## config.mk

```make
export PLATFORM = sky130hd
export DESIGN_NAME = mem_bus_arbiter_flat
export DESIGN_NICKNAME = d
export VERILOG_FILES = /design/src/rtl/mem_bus_arbiter_pkg.sv /design/src/rtl/mem_bus_arbiter_if.sv /design/src/rtl/mem_bus_arbiter_pick.sv /design/src/rtl/mem_bus_arbiter.sv /design/src/flat_wrapper.sv
export SDC_FILE = /design/constraint.sdc
export NUM_CORES = 1
export LEC_CHECK = 0
export CAP_MARGIN = 30
export CORE_MARGIN = 2
export CORE_UTILIZATION = 25
export DETAILED_ROUTE_END_ITERATION = 8
export GPL_TIMING_DRIVEN = 0
export PLACE_DENSITY_LB_ADDON = 0.15
export REMOVE_ABC_BUFFERS = 1
export SYNTH_ARGS = -nofsm -noshare
export SYNTH_HDL_FRONTEND = slang
export SYNTH_SLANG_ARGS = --single-unit
```

## constraint.sdc

```tcl
create_clock -name Clk -period 1.5 [get_ports Clk]
set_clock_uncertainty 0.05 [all_clocks]
set_input_delay 0.3 -clock Clk [delete_from_list [all_inputs] [get_ports Clk]]
set_output_delay 0.3 -clock Clk [all_outputs]
set_load 0.03 [all_outputs]
```

## src/rtl/mem_bus_arbiter_pkg.sv

```systemverilog
`default_nettype none
// ============================================================================
// Package  : mem_arb_pkg
// Purpose  : Types and constants shared by the memory bus arbiter, its port
//            interface and its winner-select sub-module.
// Contents : c_DATA_W  - data/address width (32)
//            c_BURST_W - burst counter width (4)
//            arb_state_e - arbiter FSM state encoding
//            port_idx_t  - requester index (0 or 1)
//            sat_inc()   - saturating increment for the burst counter
// Revision : 1.0 - initial release
// ============================================================================
package mem_arb_pkg;

  localparam int unsigned c_DATA_W  = 32;
  localparam int unsigned c_BURST_W = 4;

  typedef enum logic [1:0] {
    ST_IDLE   = 2'd0,
    ST_ACCESS = 2'd1,
    ST_RESP   = 2'd2
  } arb_state_e;

  typedef logic port_idx_t;

  function automatic logic [c_BURST_W-1:0] sat_inc(input logic [c_BURST_W-1:0] v);
    return (v == {c_BURST_W{1'b1}}) ? v : v + 1'b1;
  endfunction

endpackage
`default_nettype wire

```

## src/rtl/mem_bus_arbiter_if.sv

```systemverilog
`default_nettype none
// ============================================================================
// Interface : mem_bus_arbiter_if
// Purpose   : Bundles the two requester ports and the shared memory/GPIO bus
//             of the arbiter. Signal names are seen from the arbiter side.
// Modports  : slave  - the arbiter (consumes requests, drives acks and bus)
//             master - the requesters plus bus memory model
// Revision  : 1.0 - initial release
// ============================================================================
interface mem_bus_arbiter_if;
  import mem_arb_pkg::*;

  // Requester port 0
  logic                i_Req0;
  logic                i_WE0;
  logic [c_DATA_W-1:0] i_A0;
  logic [c_DATA_W-1:0] i_D0;
  logic                o_Ack0;
  logic [c_DATA_W-1:0] o_D0;
  // Requester port 1
  logic                i_Req1;
  logic                i_WE1;
  logic [c_DATA_W-1:0] i_A1;
  logic [c_DATA_W-1:0] i_D1;
  logic                o_Ack1;
  logic [c_DATA_W-1:0] o_D1;
  // Shared bus and status
  logic [c_DATA_W-1:0] o_MA;
  logic                o_MWE;
  logic [c_DATA_W-1:0] o_MD;
  logic [c_DATA_W-1:0] i_MQ;
  logic                o_Busy;
  logic                o_Owner;

  modport slave (
    input  i_Req0, i_WE0, i_A0, i_D0, i_Req1, i_WE1, i_A1, i_D1, i_MQ,
    output o_Ack0, o_D0, o_Ack1, o_D1, o_MA, o_MWE, o_MD, o_Busy, o_Owner
  );

  modport master (
    output i_Req0, i_WE0, i_A0, i_D0, i_Req1, i_WE1, i_A1, i_D1, i_MQ,
    input  o_Ack0, o_D0, o_Ack1, o_D1, o_MA, o_MWE, o_MD, o_Busy, o_Owner
  );

endinterface
`default_nettype wire

```

## src/rtl/mem_bus_arbiter_pick.sv

```systemverilog
`default_nettype none
// ============================================================================
// Module   : mem_arb_pick
// Purpose  : Combinational winner select between two requesters.
// Ports    : i_req0/i_req1 - pending requests
//            i_last        - port served last
//            i_burst       - consecutive grants to i_last (0 = none yet)
//            o_valid       - at least one request pending
//            o_winner      - selected port
// Config   : MEM_ARB_ROUND_ROBIN_EN defined   -> burst-capped alternation
//            MEM_ARB_ROUND_ROBIN_EN undefined -> fixed priority, port 0 first
// Revision : 1.0 - initial release
// ============================================================================
module mem_arb_pick
  import mem_arb_pkg::*;
#(
  parameter int unsigned MAX_BURST = 4
) (
  input  wire logic                 i_req0,
  input  wire logic                 i_req1,
  input  wire logic                 i_last,
  input  wire logic [c_BURST_W-1:0] i_burst,
  output logic                      o_valid,
  output logic                      o_winner
);

  localparam logic [c_BURST_W-1:0] c_MAX_BURST = 4'(MAX_BURST);

`ifdef MEM_ARB_ROUND_ROBIN_EN
  always_comb begin
    o_valid  = i_req0 | i_req1;
    o_winner = 1'b0;
    if (i_req0 && i_req1) begin
      // A zero burst count means nobody has been served since reset, so the
      // reset owner index does not count as "served last" and port 0 wins.
      if ((i_burst != '0) && (i_burst < c_MAX_BURST)) begin
        o_winner = i_last;
      end else begin
        o_winner = ~i_last;
      end
    end else if (i_req1) begin
      o_winner = 1'b1;
    end
  end
`else
  always_comb begin
    o_valid  = i_req0 | i_req1;
    o_winner = ~i_req0 & i_req1;
  end

  // History inputs only matter for the round-robin build.
  logic w_unused;
  assign w_unused = ^{i_last, i_burst, c_MAX_BURST};
`endif

endmodule
`default_nettype wire

```

## src/rtl/mem_bus_arbiter.sv

```systemverilog
`default_nettype none
// ============================================================================
// Module   : mem_bus_arbiter
// Purpose  : Two-port arbiter onto a single data-memory/GPIO bus. Each
//            transaction takes three cycles: IDLE (arbitrate and latch),
//            ACCESS (drive bus, capture read data), RESP (one-cycle ack).
// Ports    : Clk   - clock, rising edge
//            Reset - asynchronous, active-low
//            bus   - mem_bus_arbiter_if.slave: requester ports 0/1, shared
//                    bus (o_MA/o_MWE/o_MD/i_MQ), o_Busy, o_Owner
// Params   : MAX_BURST - consecutive grants to one port while the other is
//                        waiting (1..15, round-robin build only)
// Config   : MEM_ARB_ROUND_ROBIN_EN selects round-robin with burst cap;
//            undefined gives fixed priority to port 0.
// Revision : 1.0 - initial release
// ============================================================================
module mem_bus_arbiter
  import mem_arb_pkg::*;
#(
  parameter int unsigned MAX_BURST = 4
) (
  input  wire logic        Clk,
  input  wire logic        Reset,
  mem_bus_arbiter_if.slave bus
);

  arb_state_e           state_q, state_d;
  port_idx_t            owner_q, owner_d;
  logic [c_BURST_W-1:0] burst_q, burst_d;
  logic                 we_q,    we_d;
  logic [c_DATA_W-1:0]  ma_q,    ma_d;
  logic [c_DATA_W-1:0]  md_q,    md_d;
  logic [c_DATA_W-1:0]  d0_q,    d0_d;
  logic [c_DATA_W-1:0]  d1_q,    d1_d;
  logic                 mwe_q,   mwe_d;
  logic                 ack0_q,  ack0_d;
  logic                 ack1_q,  ack1_d;
  logic                 busy_q,  busy_d;

  logic                 w_valid;
  logic                 w_winner;
  logic                 w_sel_we;
  logic [c_DATA_W-1:0]  w_sel_a;
  logic [c_DATA_W-1:0]  w_sel_d;

  mem_arb_pick #(
    .MAX_BURST (MAX_BURST)
  ) u_pick (
    .i_req0   (bus.i_Req0),
    .i_req1   (bus.i_Req1),
    .i_last   (owner_q),
    .i_burst  (burst_q),
    .o_valid  (w_valid),
    .o_winner (w_winner)
  );

  assign w_sel_we = w_winner ? bus.i_WE1 : bus.i_WE0;
  assign w_sel_a  = w_winner ? bus.i_A1  : bus.i_A0;
  assign w_sel_d  = w_winner ? bus.i_D1  : bus.i_D0;

  always_comb begin
    state_d = state_q;
    owner_d = owner_q;
    burst_d = burst_q;
    we_d    = we_q;
    ma_d    = ma_q;
    md_d    = md_q;
    d0_d    = d0_q;
    d1_d    = d1_q;
    busy_d  = busy_q;
    mwe_d   = 1'b0;
    ack0_d  = 1'b0;
    ack1_d  = 1'b0;

    unique case (state_q)
      ST_IDLE: begin
        if (w_valid) begin
          state_d = ST_ACCESS;
          owner_d = w_winner;
          burst_d = (w_winner == owner_q) ? sat_inc(burst_q) : 4'd1;
          we_d    = w_sel_we;
          ma_d    = w_sel_a;
          md_d    = w_sel_d;
          // Write strobe is registered so it is high for exactly the ACCESS cycle.
          mwe_d   = w_sel_we;
          busy_d  = 1'b1;
        end
      end
      ST_ACCESS: begin
        state_d = ST_RESP;
        // i_MQ is combinational from o_MA, so it is valid here on reads.
        if (owner_q) begin
          ack1_d = 1'b1;
          d1_d   = we_q ? '0 : bus.i_MQ;
        end else begin
          ack0_d = 1'b1;
          d0_d   = we_q ? '0 : bus.i_MQ;
        end
      end
      ST_RESP: begin
        state_d = ST_IDLE;
        busy_d  = 1'b0;
      end
      default: begin
        state_d = ST_IDLE;
        busy_d  = 1'b0;
      end
    endcase
  end

  always_ff @(posedge Clk or negedge Reset) begin
    if (!Reset) begin
      state_q <= ST_IDLE;
      owner_q <= 1'b1;
      burst_q <= '0;
      we_q    <= 1'b0;
      ma_q    <= '0;
      md_q    <= '0;
      d0_q    <= '0;
      d1_q    <= '0;
      mwe_q   <= 1'b0;
      ack0_q  <= 1'b0;
      ack1_q  <= 1'b0;
      busy_q  <= 1'b0;
    end else begin
      state_q <= state_d;
      owner_q <= owner_d;
      burst_q <= burst_d;
      we_q    <= we_d;
      ma_q    <= ma_d;
      md_q    <= md_d;
      d0_q    <= d0_d;
      d1_q    <= d1_d;
      mwe_q   <= mwe_d;
      ack0_q  <= ack0_d;
      ack1_q  <= ack1_d;
      busy_q  <= busy_d;
    end
  end

  assign bus.o_MA    = ma_q;
  assign bus.o_MD    = md_q;
  assign bus.o_MWE   = mwe_q;
  assign bus.o_Ack0  = ack0_q;
  assign bus.o_Ack1  = ack1_q;
  assign bus.o_D0    = d0_q;
  assign bus.o_D1    = d1_q;
  assign bus.o_Busy  = busy_q;
  assign bus.o_Owner = owner_q;

endmodule
`default_nettype wire

```

## src/flat_wrapper.sv

```systemverilog
// flat-port wrapper written by rule: the top's interface ports become plain ports
module mem_bus_arbiter_flat import mem_arb_pkg::*;
#(
  parameter int unsigned MAX_BURST = 4
)
  (Clk, Reset, bus_i_Req0, bus_i_WE0, bus_i_A0, bus_i_D0, bus_i_Req1, bus_i_WE1, bus_i_A1, bus_i_D1, bus_i_MQ, bus_o_Ack0, bus_o_D0, bus_o_Ack1, bus_o_D1, bus_o_MA, bus_o_MWE, bus_o_MD, bus_o_Busy, bus_o_Owner);
  mem_bus_arbiter_if bus_i ();
  input  wire logic Clk;
  input  wire logic Reset;
  input wire logic [$bits(bus_i.i_Req0)-1:0] bus_i_Req0;
  input wire logic [$bits(bus_i.i_WE0)-1:0] bus_i_WE0;
  input wire logic [$bits(bus_i.i_A0)-1:0] bus_i_A0;
  input wire logic [$bits(bus_i.i_D0)-1:0] bus_i_D0;
  input wire logic [$bits(bus_i.i_Req1)-1:0] bus_i_Req1;
  input wire logic [$bits(bus_i.i_WE1)-1:0] bus_i_WE1;
  input wire logic [$bits(bus_i.i_A1)-1:0] bus_i_A1;
  input wire logic [$bits(bus_i.i_D1)-1:0] bus_i_D1;
  input wire logic [$bits(bus_i.i_MQ)-1:0] bus_i_MQ;
  output wire logic [$bits(bus_i.o_Ack0)-1:0] bus_o_Ack0;
  output wire logic [$bits(bus_i.o_D0)-1:0] bus_o_D0;
  output wire logic [$bits(bus_i.o_Ack1)-1:0] bus_o_Ack1;
  output wire logic [$bits(bus_i.o_D1)-1:0] bus_o_D1;
  output wire logic [$bits(bus_i.o_MA)-1:0] bus_o_MA;
  output wire logic [$bits(bus_i.o_MWE)-1:0] bus_o_MWE;
  output wire logic [$bits(bus_i.o_MD)-1:0] bus_o_MD;
  output wire logic [$bits(bus_i.o_Busy)-1:0] bus_o_Busy;
  output wire logic [$bits(bus_i.o_Owner)-1:0] bus_o_Owner;
  assign bus_i.i_Req0 = bus_i_Req0;
  assign bus_i.i_WE0 = bus_i_WE0;
  assign bus_i.i_A0 = bus_i_A0;
  assign bus_i.i_D0 = bus_i_D0;
  assign bus_i.i_Req1 = bus_i_Req1;
  assign bus_i.i_WE1 = bus_i_WE1;
  assign bus_i.i_A1 = bus_i_A1;
  assign bus_i.i_D1 = bus_i_D1;
  assign bus_i.i_MQ = bus_i_MQ;
  assign bus_o_Ack0 = bus_i.o_Ack0;
  assign bus_o_D0 = bus_i.o_D0;
  assign bus_o_Ack1 = bus_i.o_Ack1;
  assign bus_o_D1 = bus_i.o_D1;
  assign bus_o_MA = bus_i.o_MA;
  assign bus_o_MWE = bus_i.o_MWE;
  assign bus_o_MD = bus_i.o_MD;
  assign bus_o_Busy = bus_i.o_Busy;
  assign bus_o_Owner = bus_i.o_Owner;
  mem_bus_arbiter #(.MAX_BURST(MAX_BURST)) u_core (.Clk(Clk), .Reset(Reset), .bus(bus_i));
endmodule
```

# Word-level counts from Yosys, hierarchy flattened
# Cells that the tools add are included.
# W data, S select, Z words.
dict set report classes {
  bitwise_logic 5
  n_mux 14
  reduce_logical 5
  eq_ne 2
}
# op count
set op_table {}
lappend op_table {{$mux W32} 3}
lappend op_table {{$mux W1} 8}
lappend op_table {{$reduce_and A2 Y1} 4}
lappend op_table {{$pmux W2 S2} 1}
lappend op_table {{$not A1 Y1} 3}
lappend op_table {{$eq A2 B1 Y1 const B} 1}
lappend op_table {{$logic_not A2 Y1} 1}
lappend op_table {{$mux W2} 1}
lappend op_table {{$ne A2 B2 Y1 const B} 1}
lappend op_table {{$pmux W1 S2} 1}
lappend op_table {{$and A1 B1 Y1} 1}
lappend op_table {{$or A1 B1 Y1} 1}
dict set report word_totals {
  wordCells 37
  ff_bits 136
}

# Logic depth before layout (Yosys ltp)
# Gate-level depths: netlist of the first run.
dict set report depth {
  word_depth 5
  ltp_mapped 6
  depth_no_buf 4
}

# Modules after synthesis
# Synthesis of the first run repeated with hierarchy kept, for this count alone.
dict set report hier_totals {
  hier_cells 568
  hier_area_um2 5953.2
}
# module area_per_inst_um2 seq_area_each_um2 instances cells_each
set modules_own_cells {}
lappend modules_own_cells {mem_bus_arbiter 5940.7 3504.6 1 566}
lappend modules_own_cells {mem_arb_pick 12.5 0.0 1 2}

# Worst setup path before layout of the first run
# No wires, ideal clock.
dict set report synth_path {
  path_kind {flip-flop to flip-flop}
  start {register u_core.state_q[0]}
  end {register u_core.ma_q[0] (netlist: u_core.bus.o_MA[0])}
  stages_incl_launch_ff 7
  required_ns 1.325
  setup_slack_ns -0.051
  setup_time_ns 0.125
  arrival_time_ns 1.376
  n_path_buf 2
  cell_sequence {dfrtp_1 nor2_1 o21ai_1 inv_1 buf_4 buf_6 mux2_4}
}
dict set report synth_via {
  elab_chain_len 2
}
# item line_no
set synth_lines {}
lappend synth_lines {{start, declared} mem_bus_arbiter.sv:27} ;# arb_state_e state_q, state_d;
lappend synth_lines {{start signal, assigned} mem_bus_arbiter.sv:126} ;# state_q <= state_d;
lappend synth_lines {{$logic_not A2 Y1} mem_bus_arbiter.sv:75} ;# unique case (state_q)
lappend synth_lines {{$reduce_and A2 Y1 (no source line)} --}
lappend synth_lines {{end signal, assigned} mem_bus_arbiter.sv:130} ;# ma_q <= ma_d;
lappend synth_lines {{end, declared} mem_bus_arbiter.sv:31} ;# logic [c_DATA_W-1:0] ma_q, ma_d;
# Every way passes these cells.
# A chain may end at the register's enable or synchronous reset.

# Final worst setup path of the first run
dict set report layout_path {
  start {register u_core.owner_q (netlist: u_core.bus.o_Owner)}
  end {output port bus_o_Owner}
}
# item line_no
set layout_lines {}
lappend layout_lines {{start, declared} mem_bus_arbiter.sv:28} ;# port_idx_t owner_q, owner_d;
lappend layout_lines {{start signal, assigned} mem_bus_arbiter.sv:127} ;# owner_q <= owner_d;
lappend layout_lines {{end, declared} flat_wrapper.sv:27} ;# output wire logic [$bits(bus_i.o_Owner)-1:0] bus_o_Owner;
# No word-level cell between the ends.

==> results of run 1 <==
[repair_timing]
action,4_1_cts,5_1_grt
resized for setup,429,131
hold buffers,1,0
endpoints found under the hold margin,60,0
endpoints found under the setup margin,262,117
cloned,7,13
setup buffers,10,7
pin swaps,3,17
[flip-flops by register name, summed over array words and instances, names as in the netlist]
register,cells
u_core.bus.o_Busy,1
u_core.we_q,1
u_core.bus.o_MD,32
u_core.bus.o_Ack0,1
u_core.bus.o_Owner,1
u_core.bus.o_MA,32
u_core.bus.o_MWE,1
u_core.bus.o_Ack1,1
u_core.state_q,2
u_core.bus.o_D0,32
u_core.bus.o_D1,32
[path summary, 6_finish.rpt]
kind                               startpoint                   to  slack, ns  cells past startpoint
setup / recovery           u_core.bus.o_Owner          bus_o_Owner      -0.02                      1
hold / removal                     bus_i_Req0   u_core.bus.o_Owner       0.25                      2
setup reg to reg            u_core.state_q[1]  u_core.bus.o_D1[26]      -0.02                      6
hold reg to reg            u_core.bus.o_D1[5]   u_core.bus.o_D1[5]       0.43                      2
max in group asynchronous               Reset   u_core.bus.o_Owner       0.20                      3
min in group asynchronous               Reset  u_core.bus.o_D0[27]       0.37                      2
[area by class of cell]
class                           count  area (um^2)  share of cell area
Multi-Input combinational cell    304         2950               0.264
Clock inverter                     14          160              0.0143
Sequential cell                   136         3410               0.305
Timing Repair inverter              3         33.8             0.00302
Tap cell                          330          413              0.0369
Clock buffer                       18          429              0.0384
Inverter                            4         27.5             0.00246
Timing Repair Buffer              337         3750               0.336
[cell usage in the layout (no fill, tap or decap), types with 13 or more instances in the layout]
cell type and count:
buf_2 14, clkdlybuf4s50_1 162, nand2b_1 32, clkbuf_16 27
nand2_2 22, nand2_1 37, o21ai_0 18, o21ai_2 13
mux2_4 124, clkdlybuf4s15_2 113, o21ai_1 33, dfrtp_1 132
[per-stage QoR]
step                      hold WS, ns  cell area (um^2)
after detailed placement        0.269              9710
after CTS                       0.223             10800
after global placement          0.411              9550
final                           0.248             11200
after floorplan               -0.0456              6160
after global routing            0.245             11200
[cell families (layout without fill, tap and decap cells)]
| group | count (synthesis) | after routing | synth area share |
|---|---|---|---|
| AOI/OAI and AO/OA | 69 | 69 | 0.0543 |
| buffers and inverters | 35 | 376 | 0.0412 |
| DFF | 136 | 136 | 0.531 |
| muxes | 128 | 128 | 0.295 |
| and+or+nand+nor | 105 | 107 | 0.0779 |
[routing by layer]
layer  vias up  global-route usage  wire (um)
met2       234               0.233       9900
met1      2274               0.177       8430
li1       2297                   -          -
met4         0              0.0419        284
met3        19              0.0505       1640
met5         -                   0          0
[report_power, final]
group / total [W] / internal, W / switching (W)
logic: 0.0138 / 0.00655 / 0.00723
registers: 0.00676 / 0.00549 / 0.00128
clock network: 0.00423 / 0.00249 / 0.00174
total: 0.0248 / 0.0145 / 0.0102
==> metrics.md, run 1 <==
| Metric | Value |
|---|---|
| Status | `finished with violations` |
| Failing checks | `negative setup slack` |
| Total power | `around 0.025 W` |
| Routed len/inst | `17.7 um` |
| Critical path class | `flip-flop to output port` |
| First-pass GRT wire length | `28.9 mm` |
| Number of global-route vias before repair | `just over 5000` |
| Remaining DRCs | `0` |
| Core Region | `25200 um^2` |
| F_max | `roughly 660 MHz` |
| Initial DRT Pass Iterations | `4` |
| Worst-Margin Slew | `a little over 0.6 ns` |
| Period minus WS final | `1.52 ns` |
| Vias | `slightly below 5000` |
| Row count | `58` |
| Die Y | `roughly 160 um` |
| Clk root buf | `clkbuf_16` |
| Crit path required time | `1.15 ns` |
| Warnings from Yosys | `0` |
| Grt ovf | `0` |
| Crit-path cells | `buf_6` |
| Largest net degree at the start of global routing | `77` |
| Area delta synth->final | `74.4%` |
| Post-DRT Antenna Nets | `0` |
| Min-delay worst type | `input port to flip-flop` |
| Share of layout cells above drive strength 1 | `0.472` |
| Data arrival time of the critical path | `about 1.2 ns` |
| Peak VDD IR | `985 uV` |
| Post-Synthesis Cells | `~470` |
| Largest area contributor in the netlist | `dfrtp_1` |
| Flops & latches, synth | `around 140` |
| Post-synth EDFFs | `0` |
| Final WL | `20.3 mm` |
| Top-count cell post-synth | `dfrtp_1` |
| Final setup violation count | `29` |
| CP Max Fanout | `6` |
| Synth area leaders | `dfrtp_1 (53%), mux2_4 (28%), o21ai_0 (5.0%)` |
| Ys flop type | `dfrtp_1` |
| H-tree depth | `4` |
| Final Cycle Share | `1.02` |
| Cts bufs inserted | `17` |
| Clock Latency Late Sink | `between 0.4 and 0.5 ns` |
| CP bufs+invs | `1` |
| CTS tree | `built` |
| Worst setup SP type | `flip-flop` |
| Clock-pin slew on the worst setup and hold paths | `0.06 ns` |
| PnR worst setup slack | `-0.0233 ns` |
| DP Wirelength | `about 13 mm` |
| DRT iter0 DRCs | `approximately 240` |
| Fillers | `around 2300` |
| Placed insts | `between 1000 and 1500` |
| CTS sink cnt | `~140` |
| Max Buffers Root-to-Sink | `2` |
| Final #Nets | `slightly below 1000` |
| Netlist cell types | `23` |
| CP peak stage delay | `slightly above 0.6 ns` |
| Relative slew margins | `0.593` |
| Final max-slew violation count | `0` |
| Die area | `approximately 27000 um^2` |
| Critical path endpoint category | `output port` |
| Asr flop ratio synth | `1.00` |
| Synth top cells by count | `dfrtp_1 (135), mux2_4 (120), nand2_1 (64), o21ai_0 (64), nand2b_1 (33)` |
| Share of the synthesized area in the top cell type | `0.527` |
| RSZ-0062 raised after global routing | `yes` |
| Slowest-stage cell, CP | `dfstp_2` |
| DR vias/cell | `about 4.2` |
| Number of max-cap violations | `0` |
| Final non-filler cell total | `1146` |
| RePlAce Congestion | `between 0.7 and 0.8` |
| Chip width | `about 160 um` |
| Setup WS pre-CTS | `-0.956 ns` |
| Leak | `~5 nW` |
| Pwr Density | `roughly 2200 nW/um^2` |
| Sum of negative setup slack | `-0.271 ns` |
| Final Hold Fails | `0` |
| Critical path's top delay family | `flip-flops` |
| Port bufs | `298` |
| Register area share after synthesis | `0.531` |
| Initial cell density of the core | `0.254` |
| Number of I/O pins | `299` |
| Initial antenna violation count | `0` |
| Avg Inst Size Synth | `approximately 14 um^2` |
| Util after Layout | `0.444` |
| N_diodes | `0` |
| Total global-route track usage | `0.142` |
| Post-Syn Area | `roughly 6400 um^2` |
Power figures use the tool's default switching activity.
==> inputs of run 2 (changes only) <==
CAP_MARGIN = 15   (was 30)
==> metrics.md, run 2 (synthesis gave the netlist of run 1 again) <==
| Metric | Value |
|---|---|
| Commonest cells after routing, fill and taps aside | `clkdlybuf4s50_1 (162), dfrtp_1 (132), mux2_4 (124)` |
| Comb pwr share | `0.540 (-0.016)` |
| N_diodes | `0 (unchanged)` |
| PnR worst setup slack | `-0.0247 ns (-0.00136 ns)` |
| Cell area after layout | `10800 um^2 (-2.9%)` |
| Int Pwr | `0.0140 W (-3.5%)` |
| Cts bufs inserted | `17 (unchanged)` |
| Register Area | `3410 um^2 (unchanged)` |
| Relative slew margins | `0.595 (+0.00202)` |
| Data arrival time of the critical path | `1.17 ns (about the same)` |
| Final non-filler cell total | `1132 (-1.2%)` |
| Crit-path cells | `buf_6` |
| F_max | `656 MHz (about the same)` |
| Peak VDD IR | `904 uV (-8.2%)` |
| Worst hold margin | `0.238 ns (-0.0102 ns)` |
| Final Cycle Share | `1.02 (about the same)` |
| Largest net degree at the start of global routing | `77 (unchanged)` |
| RSZ-0062 raised after global routing | `yes` |
| CTS tree | `built` |
| Fillers | `2369 (+1.6%)` |
| DR vias/cell | `4.19 (-0.36%)` |
| Multi-input gate area | `2820 um^2 (-4.5%)` |
| Critical path endpoint category | `output port` |
| Initial DRT Pass Iterations | `4 (unchanged)` |
| FF-to-FF setup slack | `-0.02 ns (about the same)` |
| Final WL | `19.4 mm (-4.2%)` |
| Final #Nets | `955 (-1.4%)` |
| First-pass GRT wire length | `29.5 mm (+2.0%)` |
| Crit path required time | `1.15 ns (about the same)` |
| Worst-Margin Slew | `0.608 ns (-0.00303 ns)` |
| CP peak stage delay | `0.60 ns (about the same)` |
| Share of layout cells above drive strength 1 | `0.419 (-0.0529)` |
| Initial antenna violation count | `0 (unchanged)` |
| CTS sink cnt | `136 (unchanged)` |
| Critical path's top delay family | `flip-flops` |
| Post-Place Cell Area | `9710 um^2 (unchanged)` |
| Vias | `4748 (-1.6%)` |
| Clk root buf | `clkbuf_16` |
| Remaining DRCs | `0 (unchanged)` |
| Clock share of power | `0.179 (+0.008)` |
| CP bufs+invs | `1 (unchanged)` |
| Pwr Density | `2200 nW/um^2 (-0.90%)` |
| Number of global-route vias before repair | `5095 (+1.2%)` |
| Clock Latency Late Sink | `0.41 ns (about the same)` |
| Critical path class | `flip-flop to output port` |
| Worst setup SP type | `flip-flop` |
| Switching share of power | `0.412 (-0.00179)` |
| Status | `finished with violations` |
| CP Max Fanout | `6 (unchanged)` |
| Total global-route track usage | `0.145 (+0.00271)` |
| Seq pwr share | `0.281 (+0.008)` |
| Chip width | `164 um (unchanged)` |
| DRT iter0 DRCs | `199 (-18%)` |
| Area delta synth->final | `69.3%` |
| Util after Layout | `0.431 (-0.0131)` |
| Final max-slew violation count | `0 (unchanged)` |
| Commonest non-fill, non-tap cell in the layout | `clkdlybuf4s50_1` |
| Die area | `26900 um^2 (unchanged)` |
| Clock-pin slew on the worst setup and hold paths | `0.06 ns (about the same)` |
| Grt ovf | `0 (unchanged)` |
| Slowest-stage cell, CP | `dfstp_2` |
| Final setup violation count | `15 (-48%)` |
| Failing checks | `negative setup slack` |
| RePlAce Congestion | `0.727 (unchanged)` |
| Switching power | `0.00981 W (-4.2%)` |
| H-tree depth | `4 (unchanged)` |
| Initial cell density of the core | `0.254 (unchanged)` |
| Core Region | `25200 um^2 (unchanged)` |
| Period minus WS final | `1.52 ns (+0.00136 ns)` |
| Placed insts | `1076 (unchanged)` |
| Routed len/inst | `17.1 um (-3.0%)` |
| Max Buffers Root-to-Sink | `2 (unchanged)` |
| Row count | `58 (unchanged)` |
| Sum of negative setup slack | `-0.120 ns (+0.151 ns)` |
| Min-delay worst type | `input port to flip-flop` |
| Leak | `4.87 nW (-3.2%)` |
| DP Wirelength | `13.1 mm (+0.97%)` |
| Post-DRT Antenna Nets | `0 (unchanged)` |
| Die Y | `164 um (unchanged)` |
| Port bufs | `298 (unchanged)` |
| Number of I/O pins | `299 (unchanged)` |
| Final Hold Fails | `0 (unchanged)` |
| Number of max-cap violations | `0 (unchanged)` |
-- run 2: routing by layer --
layer	vias to the layer above	global-route usage	share of wire
met3	11	0.0528	0.093
met5	-	0	0
met4	0	0.0431	0.011
met2	236	0.241	0.48
li1	2258	-	-
met1	2243	0.177	0.42
-- run 2: per-stage QoR --
stage	setup WS, ns	power (W)
4_1_cts	-0.0588	0.0238
6_report	-0.0247	0.0238
5_1_grt	-0.0750	0.0252
3_3_place_gp	-5.38	0.0166
3_5_place_dp	-0.959	0.0189
2_1_floorplan	-2.11	0.0126
-- run 2: final timing paths --
check | from | endpoint | cells past startpoint
hold / removal | bus_i_Req0 | u_core.bus.o_Owner | 2
min in group asynchronous | Reset | u_core.bus.o_D1[11] | 2
max in group asynchronous | Reset | u_core.bus.o_Owner | 3
setup reg to reg | u_core.state_q[0] | u_core.bus.o_MA[26] | 5
hold reg to reg | u_core.bus.o_D0[19] | u_core.bus.o_D0[19] | 2
setup / recovery | u_core.bus.o_Owner | bus_o_Owner | 1
-- run 2: area by class of cell --
class	instances	share of cell area
timing repair inverter	2	0.00185
multi-input combinational	304	0.260
inverter	4	0.00254
tap	330	0.0381
clock buffer	18	0.0396
timing repair buffer	324	0.329
sequential	136	0.314
clock inverter	14	0.0145
-- run 2: power groups by stage --
stage          Combinational, W  Clock [W]  Sequential (W)
3_5_place_dp             0.0123          0         0.00663
6_report                 0.0129    0.00426         0.00670
5_1_grt                  0.0137    0.00456         0.00697
3_3_place_gp             0.0104          0         0.00625
4_1_cts                  0.0127    0.00438         0.00672
2_1_floorplan           0.00328          0         0.00931
-- run 2: timing repair --
item | in CTS | in global routing
resized for setup | 426 | 39
pin swaps | 3 | 2
setup buffers | 8 | 3
hold buffers | 1 | 0
endpoints found under the setup margin | 262 | 110
gates cloned | 8 | 4
endpoints found under the hold margin | 60 | 0
